<file path="config.mk">
export PLATFORM = sky130hd
export DESIGN_NAME = audio_dac_out_flat
export DESIGN_NICKNAME = d
export VERILOG_FILES = /design/src/rtl/audio_dac_out_pkg.sv /design/src/rtl/audio_dac_out_if.sv /design/src/rtl/audio_dac_out_sigma_delta_1st.sv /design/src/rtl/audio_dac_out.sv /design/src/flat_wrapper.sv
export SDC_FILE = /design/constraint.sdc
export NUM_CORES = 1
export LEC_CHECK = 0
export CORE_ASPECT_RATIO = 1.2
export CORE_MARGIN = 2
export CORE_UTILIZATION = 28
export CTS_CLUSTER_SIZE = 20
export DETAILED_ROUTE_END_ITERATION = 8
export PLACE_DENSITY_LB_ADDON = 0.05
export SETUP_SLACK_MARGIN = 0.1
export SYNTH_ARGS = -nofsm -noshare
export SYNTH_HDL_FRONTEND = slang
export SYNTH_SLANG_ARGS = --single-unit
</file>
<file path="constraint.sdc">
create_clock -name clock -period 2 [get_ports clock]
set_input_delay 0.4 -clock clock [delete_from_list [all_inputs] [get_ports clock]]
set_output_delay 0.4 -clock clock [all_outputs]
set_load 0.02 [all_outputs]
</file>
<file path="src/rtl/audio_dac_out_pkg.sv">
// rtl/audio_dac_out_pkg.sv - shared sample type and clock-divider bit positions for audio_dac_out
package audio_pkg;

    typedef logic signed [15:0] sample_t;

    localparam int MCLK_BIT   = 1;
    localparam int SCLK_BIT   = 3;
    localparam int LRCK_BIT   = 9;
    localparam int DATA_SLOTS = 16;

endpackage

</file>
<file path="src/rtl/audio_dac_out_if.sv">
// rtl/audio_dac_out_if.sv - sample inputs and DAC/jack pins of the audio output stage
import audio_pkg::*;

interface audio_dac_out_if;

    sample_t l_data;
    sample_t r_data;
    logic    dac_mclk;
    logic    dac_sclk;
    logic    dac_lrck;
    logic    dac_sdin;
    logic    sigma_l;
    logic    sigma_r;

    // master is the mixer side supplying samples; slave is the output stage
    modport master (
        output l_data, r_data,
        input  dac_mclk, dac_sclk, dac_lrck, dac_sdin, sigma_l, sigma_r
    );

    modport slave (
        input  l_data, r_data,
        output dac_mclk, dac_sclk, dac_lrck, dac_sdin, sigma_l, sigma_r
    );

endinterface

</file>
<file path="src/rtl/audio_dac_out_sigma_delta_1st.sv">
// rtl/audio_dac_out_sigma_delta_1st.sv - first-order sigma-delta modulator for one audio channel
import audio_pkg::*;

module sigma_delta_1st (
    input  logic    clock,
    input  logic    reset,
    input  sample_t sample,
    output logic    sigma
);

    logic [15:0] u;
    logic [16:0] acc;

    // flipping the sign bit maps two's complement onto offset binary
    assign u = {~sample[15], sample[14:0]};

    always_ff @(posedge clock) begin
        if (reset) begin
            acc <= 17'd0;
        end else begin
            acc <= {1'b0, acc[15:0]} + {1'b0, u};
        end
    end

    assign sigma = acc[16];

endmodule

</file>
<file path="src/rtl/audio_dac_out.sv">
// rtl/audio_dac_out.sv - I2S DAC driver plus optional sigma-delta jack outputs (AUDIO_SIGMA_EN)
import audio_pkg::*;

module audio_dac_out #(
    parameter int FRAME_LOG2 = 10
) (
    input  logic            clock,
    input  logic            reset,
    audio_dac_out_if.slave  bus
);

    generate
        if (FRAME_LOG2 != 10) begin : g_bad_frame
            $error("audio_dac_out: only FRAME_LOG2 = 10 is supported");
        end
    endgenerate

    logic [FRAME_LOG2-1:0] cnt;
    sample_t               sl;
    sample_t               sr;
    logic                  sdin_q;

    logic [5:0]            nxt_hi;
    logic [4:0]            nxt_slot;
    logic                  nxt_ch;
    sample_t               nxt_word;
    logic [3:0]            bit_pos;
    logic                  nxt_bit;

    always_ff @(posedge clock) begin
        if (reset) begin
            cnt <= '0;
            sl  <= '0;
            sr  <= '0;
        end else begin
            cnt <= cnt + 1'b1;
            // both channels latch together at the frame wrap so a frame is never torn
            if (cnt == '1) begin
                sl <= bus.l_data;
                sr <= bus.r_data;
            end
        end
    end

    // data for the slot being entered on the next SCLK falling edge
    always_comb begin
        nxt_hi   = 6'd0;
        nxt_slot = 5'd0;
        nxt_ch   = 1'b0;
        nxt_word = '0;
        bit_pos  = 4'd0;
        nxt_bit  = 1'b0;

        nxt_hi   = cnt[LRCK_BIT:SCLK_BIT+1] + 6'd1;
        nxt_slot = nxt_hi[4:0];
        nxt_ch   = nxt_hi[5];
        nxt_word = nxt_ch ? sr : sl;
        bit_pos  = 4'(5'(DATA_SLOTS) - nxt_slot);
        if (nxt_slot != 5'd0 && nxt_slot <= 5'(DATA_SLOTS)) begin
            nxt_bit = nxt_word[bit_pos];
        end
    end

    always_ff @(posedge clock) begin
        if (reset) begin
            sdin_q <= 1'b0;
        end else if (cnt[SCLK_BIT:0] == '1) begin
            sdin_q <= nxt_bit;
        end
    end

    assign bus.dac_mclk = cnt[MCLK_BIT];
    assign bus.dac_sclk = cnt[SCLK_BIT];
    assign bus.dac_lrck = cnt[LRCK_BIT];
    assign bus.dac_sdin = sdin_q;

`ifdef AUDIO_SIGMA_EN
    sigma_delta_1st u_sigma_l (
        .clock  (clock),
        .reset  (reset),
        .sample (sl),
        .sigma  (bus.sigma_l)
    );

    sigma_delta_1st u_sigma_r (
        .clock  (clock),
        .reset  (reset),
        .sample (sr),
        .sigma  (bus.sigma_r)
    );
`else
    assign bus.sigma_l = 1'b0;
    assign bus.sigma_r = 1'b0;
`endif

endmodule

</file>
<file path="src/flat_wrapper.sv">
// flat-port wrapper written by rule: the top's interface ports become plain ports
module audio_dac_out_flat 
#(
    parameter int FRAME_LOG2 = 10
)
  (clock, reset, bus_l_data, bus_r_data, bus_dac_mclk, bus_dac_sclk, bus_dac_lrck, bus_dac_sdin, bus_sigma_l, bus_sigma_r);
  audio_dac_out_if bus_i ();
  input  logic clock;
  input  logic reset;
  input wire logic [$bits(bus_i.l_data)-1:0] bus_l_data;
  input wire logic [$bits(bus_i.r_data)-1:0] bus_r_data;
  output wire logic [$bits(bus_i.dac_mclk)-1:0] bus_dac_mclk;
  output wire logic [$bits(bus_i.dac_sclk)-1:0] bus_dac_sclk;
  output wire logic [$bits(bus_i.dac_lrck)-1:0] bus_dac_lrck;
  output wire logic [$bits(bus_i.dac_sdin)-1:0] bus_dac_sdin;
  output wire logic [$bits(bus_i.sigma_l)-1:0] bus_sigma_l;
  output wire logic [$bits(bus_i.sigma_r)-1:0] bus_sigma_r;
  assign bus_i.l_data = bus_l_data;
  assign bus_i.r_data = bus_r_data;
  assign bus_dac_mclk = bus_i.dac_mclk;
  assign bus_dac_sclk = bus_i.dac_sclk;
  assign bus_dac_lrck = bus_i.dac_lrck;
  assign bus_dac_sdin = bus_i.dac_sdin;
  assign bus_sigma_l = bus_i.sigma_l;
  assign bus_sigma_r = bus_i.sigma_r;
  audio_dac_out #(.FRAME_LOG2(FRAME_LOG2)) u_core (.clock(clock), .reset(reset), .bus(bus_i));
endmodule
</file>
==> run_results.csv <==
group,metric,value,unit
route,drc,0,
power_and_ir_drop,max-vdd-ir-drop,216,uV
global_route,first_global_vias,1817,
die,die_w,82.7,um
worst_setup_path,crit_start,"u_core.cnt[4]",
worst_setup_path,worstSetupPathType,"register to register",
worst_setup_path,cp.depth,7,
timing,clock.fmax,0.553,GHz
worst_setup_path,r2r_start,"u_core.cnt[4]",
worst_setup_path,cp-end-kind,"register",
clock_tree,insertion_delay,0.30,ns
die,io-pin-count,40,
place,port_buffers,37,
place,gp_congestion,0.829,
clock_tree,cts_max_level,2,
synth,yosys_warnings,0,
worst_setup_path,critPathArrivalTime,2.03,ns
global_route,grt_max_degree,23,
worst_setup_path,r2r_cells,7,
global_route,grt_pass1_wl,8.86,mm
clock_tree,clockBufferDepth,2,
cells_and_area,syn_to_final_growth,33.4,%
route,via_per_inst,4.66,
global_route,grtUsageTotal,14.1,%
run,maxCapViolCount,0,
die,start_util,28.8,%
worst_setup_path,crit_path_start_kind,"register",
global_route,grt_overflow,0,
cells_and_area,finalNetCount,343,
worst_setup_path,r2r_slack,0.19,ns
global_route,antenna_found_initial,0,
synth,synthTopCellsByArea,"dfxtp_1 41%, nand2_1 13%, a21oi_1 7.9%, mux2i_1 4.3%, nor2_1 3.4%",
clock_tree,clock-root-buffer,"clkbuf_8",
clock_tree,cts_buffers,5,
synth,postSynthCellCount,264,
clock_tree,postCtsHoldBufs,0,
power_and_ir_drop,p_total,1.56,mW
min_path,hp-class,"register to register",
cells_and_area,n_antenna_cell,0,
place,dp.cells,388,
worst_setup_path,r2r-end,"u_core.bus.dac_sdin",
run_status,outcome,"finished clean",
die,core,7230,um2
synth,yosysSeqAreaShare,41.4,%
die,die_area,8140,um2
timing,finalClockSkew,0.00842,ns
worst_setup_path,critPathCapture,"u_core.bus.dac_sdin",
timing,fin_tns_setup,0,ns
synth,yosysUniqueCellTypes,41,
synth,synth_edf_count,0,
timing,hold_viol_final,0,
clock_tree,cts_tree,"done",
synth,ys_ff_latch,43,
worst_setup_path,worst-path-max-fanout,7,
place,dpl.hpwl,3.99,mm
route,post_drt_wl_per_cell,13.4,um
synth,netlist.top_cell.by_area,"dfxtp_1",
timing,post-route-period-util,90.5,%
clock_tree,clkTransAtPathRegs,0.08,ns
clock_tree,cts_sinks,43,
route,detail-route-antenna-nets,0,
worst_setup_path,crit_required,2.22,ns
worst_setup_path,max_stage_delay,0.37,ns
synth,synth-main-ff-cell,"dfxtp_1",
cells_and_area,n_fill_cell,819,
worst_setup_path,cp_num_buf_inv,1,
timing,setup_viol,0,
cells_and_area,drive_above_1_share,14.6,%
power_and_ir_drop,p_leak,0.922,nW
route,dr.first_iter.drc_count,75,
cells_and_area,fin_cells,398,
route,drt-pass1-iter-count,4,
synth,syn_area,2080,um2
die,num_rows,34,
worst_setup_path,slowest_stage,"dfxtp_4",
timing,rsz0062_at_grt,"no",
timing,finalCriticalPeriod,1.81,ns
route,vias,1855,
worst_setup_path,crit_family,"compound AO/OA/AOI/OAI gates",
power_and_ir_drop,powerDensity,562,nW/um2
die,die_h,98.4,um
cells_and_area,final_common_cell,"nand2_1",
worst_setup_path,crit_chain,"buf_12 > and4_4 > a21boi_4 > o2bb2ai_2 > a2111o_1 > and4b_1 > a211oi_2",
cells_and_area,layout_common_cells,"71 x nand2_1, 39 x dfxtp_1, 37 x clkdlybuf4s50_1",
synth,synth_top_area_share,41.4,%
route,wirelength,5.34,mm
timing,slew_viol_final,0,
synth,avgSynthCellArea,7.88,um2
synth,async_reset_ff_share,0,%
## flip-flops by register name (all words and copies together) (netlist names)
register,flops
u_core.bus.dac_sdin,1
u_core.cnt,10
u_core.sl,16
u_core.sr,16
## per-layer routing
| layer | vias up | track usage (%) | part of all wire [%] |
|---|---|---|---|
| met5 | - | 0 | 0 |
| met4 | 0 | 4.54 | 1.5 |
| met3 | 7 | 2.77 | 2.3 |
| met2 | 20 | 23.2 | 50 |
| met1 | 854 | 18.3 | 46 |
| li1 | 974 | - | - |
## worst min path at each step
stage                  start             to  slack (ns)  cells past startpoint
2_1_floorplan  u_core.cnt[0]  u_core.cnt[0]        0.42                      1
3_3_place_gp   u_core.cnt[0]  u_core.cnt[0]        0.43                      1
3_5_place_dp   u_core.cnt[0]  u_core.cnt[0]        0.44                      1
4_1_cts        u_core.cnt[0]  u_core.cnt[0]        0.45                      1
5_1_grt        u_core.cnt[0]  u_core.cnt[0]        0.47                      1
6_report       u_core.cnt[0]  u_core.cnt[0]        0.45                      1
## worst reg2reg max path: cells and delay by family (launching register included)
kind                   cells  cell delay [ns]
flip-flops                 1             0.37
AO/OA/AOI/OAI              4             0.85
AND/OR/NAND/NOR            2             0.40
buffers and inverters      1             0.13
## power breakdown
| part | switching, mW | total, mW | leakage, nW | internal [mW] |
|---|---|---|---|---|
| combinational | 0.0327 | 0.101 | 0.525 | 0.0683 |
| sequential | 0.00451 | 0.864 | 0.349 | 0.859 |
| clock | 0.310 | 0.593 | 0.0484 | 0.283 |
| total | 0.347 | 1.56 | 0.922 | 1.21 |
## layout make-up
class | count | area [um2] | area share (%)
multi-input cells | 199 | 1140 | 41.3
well taps | 90 | 113 | 4.06
repair buffers | 56 | 546 | 19.7
clock inverters | 1 | 8.76 | 0.316
flip-flops and latches | 43 | 868 | 31.3
inverters | 2 | 7.51 | 0.271
clock buffers | 7 | 86.3 | 3.11
## stage by stage
| step | instance area, um2 | hold WS, ns | utilization, % | setup WS (ns) |
|---|---|---|---|---|
| after CTS | 2700 | 0.451 | 37.3 | 0.0676 |
| after detailed placement | 2600 | 0.436 | 35.9 | -0.0148 |
| after global routing | 2770 | 0.468 | 38.4 | 0.105 |
| after global placement | 2600 | 0.431 | 35.9 | 0.0277 |
| final | 2770 | 0.452 | 38.4 | 0.190 |
| after floorplan | 2080 | 0.417 | - | 0.142 |
## logic make-up after synthesis
family          Yosys count  synth area share [%]
simple gates            120                  25.9
compound gates           55                  16.6
flops                    43                  41.4
buf+inv                  23                  5.66
xor+xnor                 10                  4.21
mux                      10                  4.87
fa+ha+maj                 2                  1.20
other cells               1                 0.180
## synthesized netlist by cell type, drive strengths merged (2+ instances only)
cell type / instances
nor2b: 5
nor4: 2
xnor2: 4
a21oi: 33
a211oi: 4
dfxtp: 43
and3: 2
nand2: 72
inv: 2
nor3: 5
ha: 2
clkbuf: 9
o31ai: 2
nor2: 20
a221oi: 2
xor2: 6
nand4: 2
o21ai: 7
buf: 12
mux2i: 9
nand3: 6
## timing repair
item                       4_1_cts  5_1_grt
pin swaps                        0        4
buffers inserted                 0        2
setup endpoints to repair        2       33
resized for setup                2       18
Power figures use the tool's default switching activity.
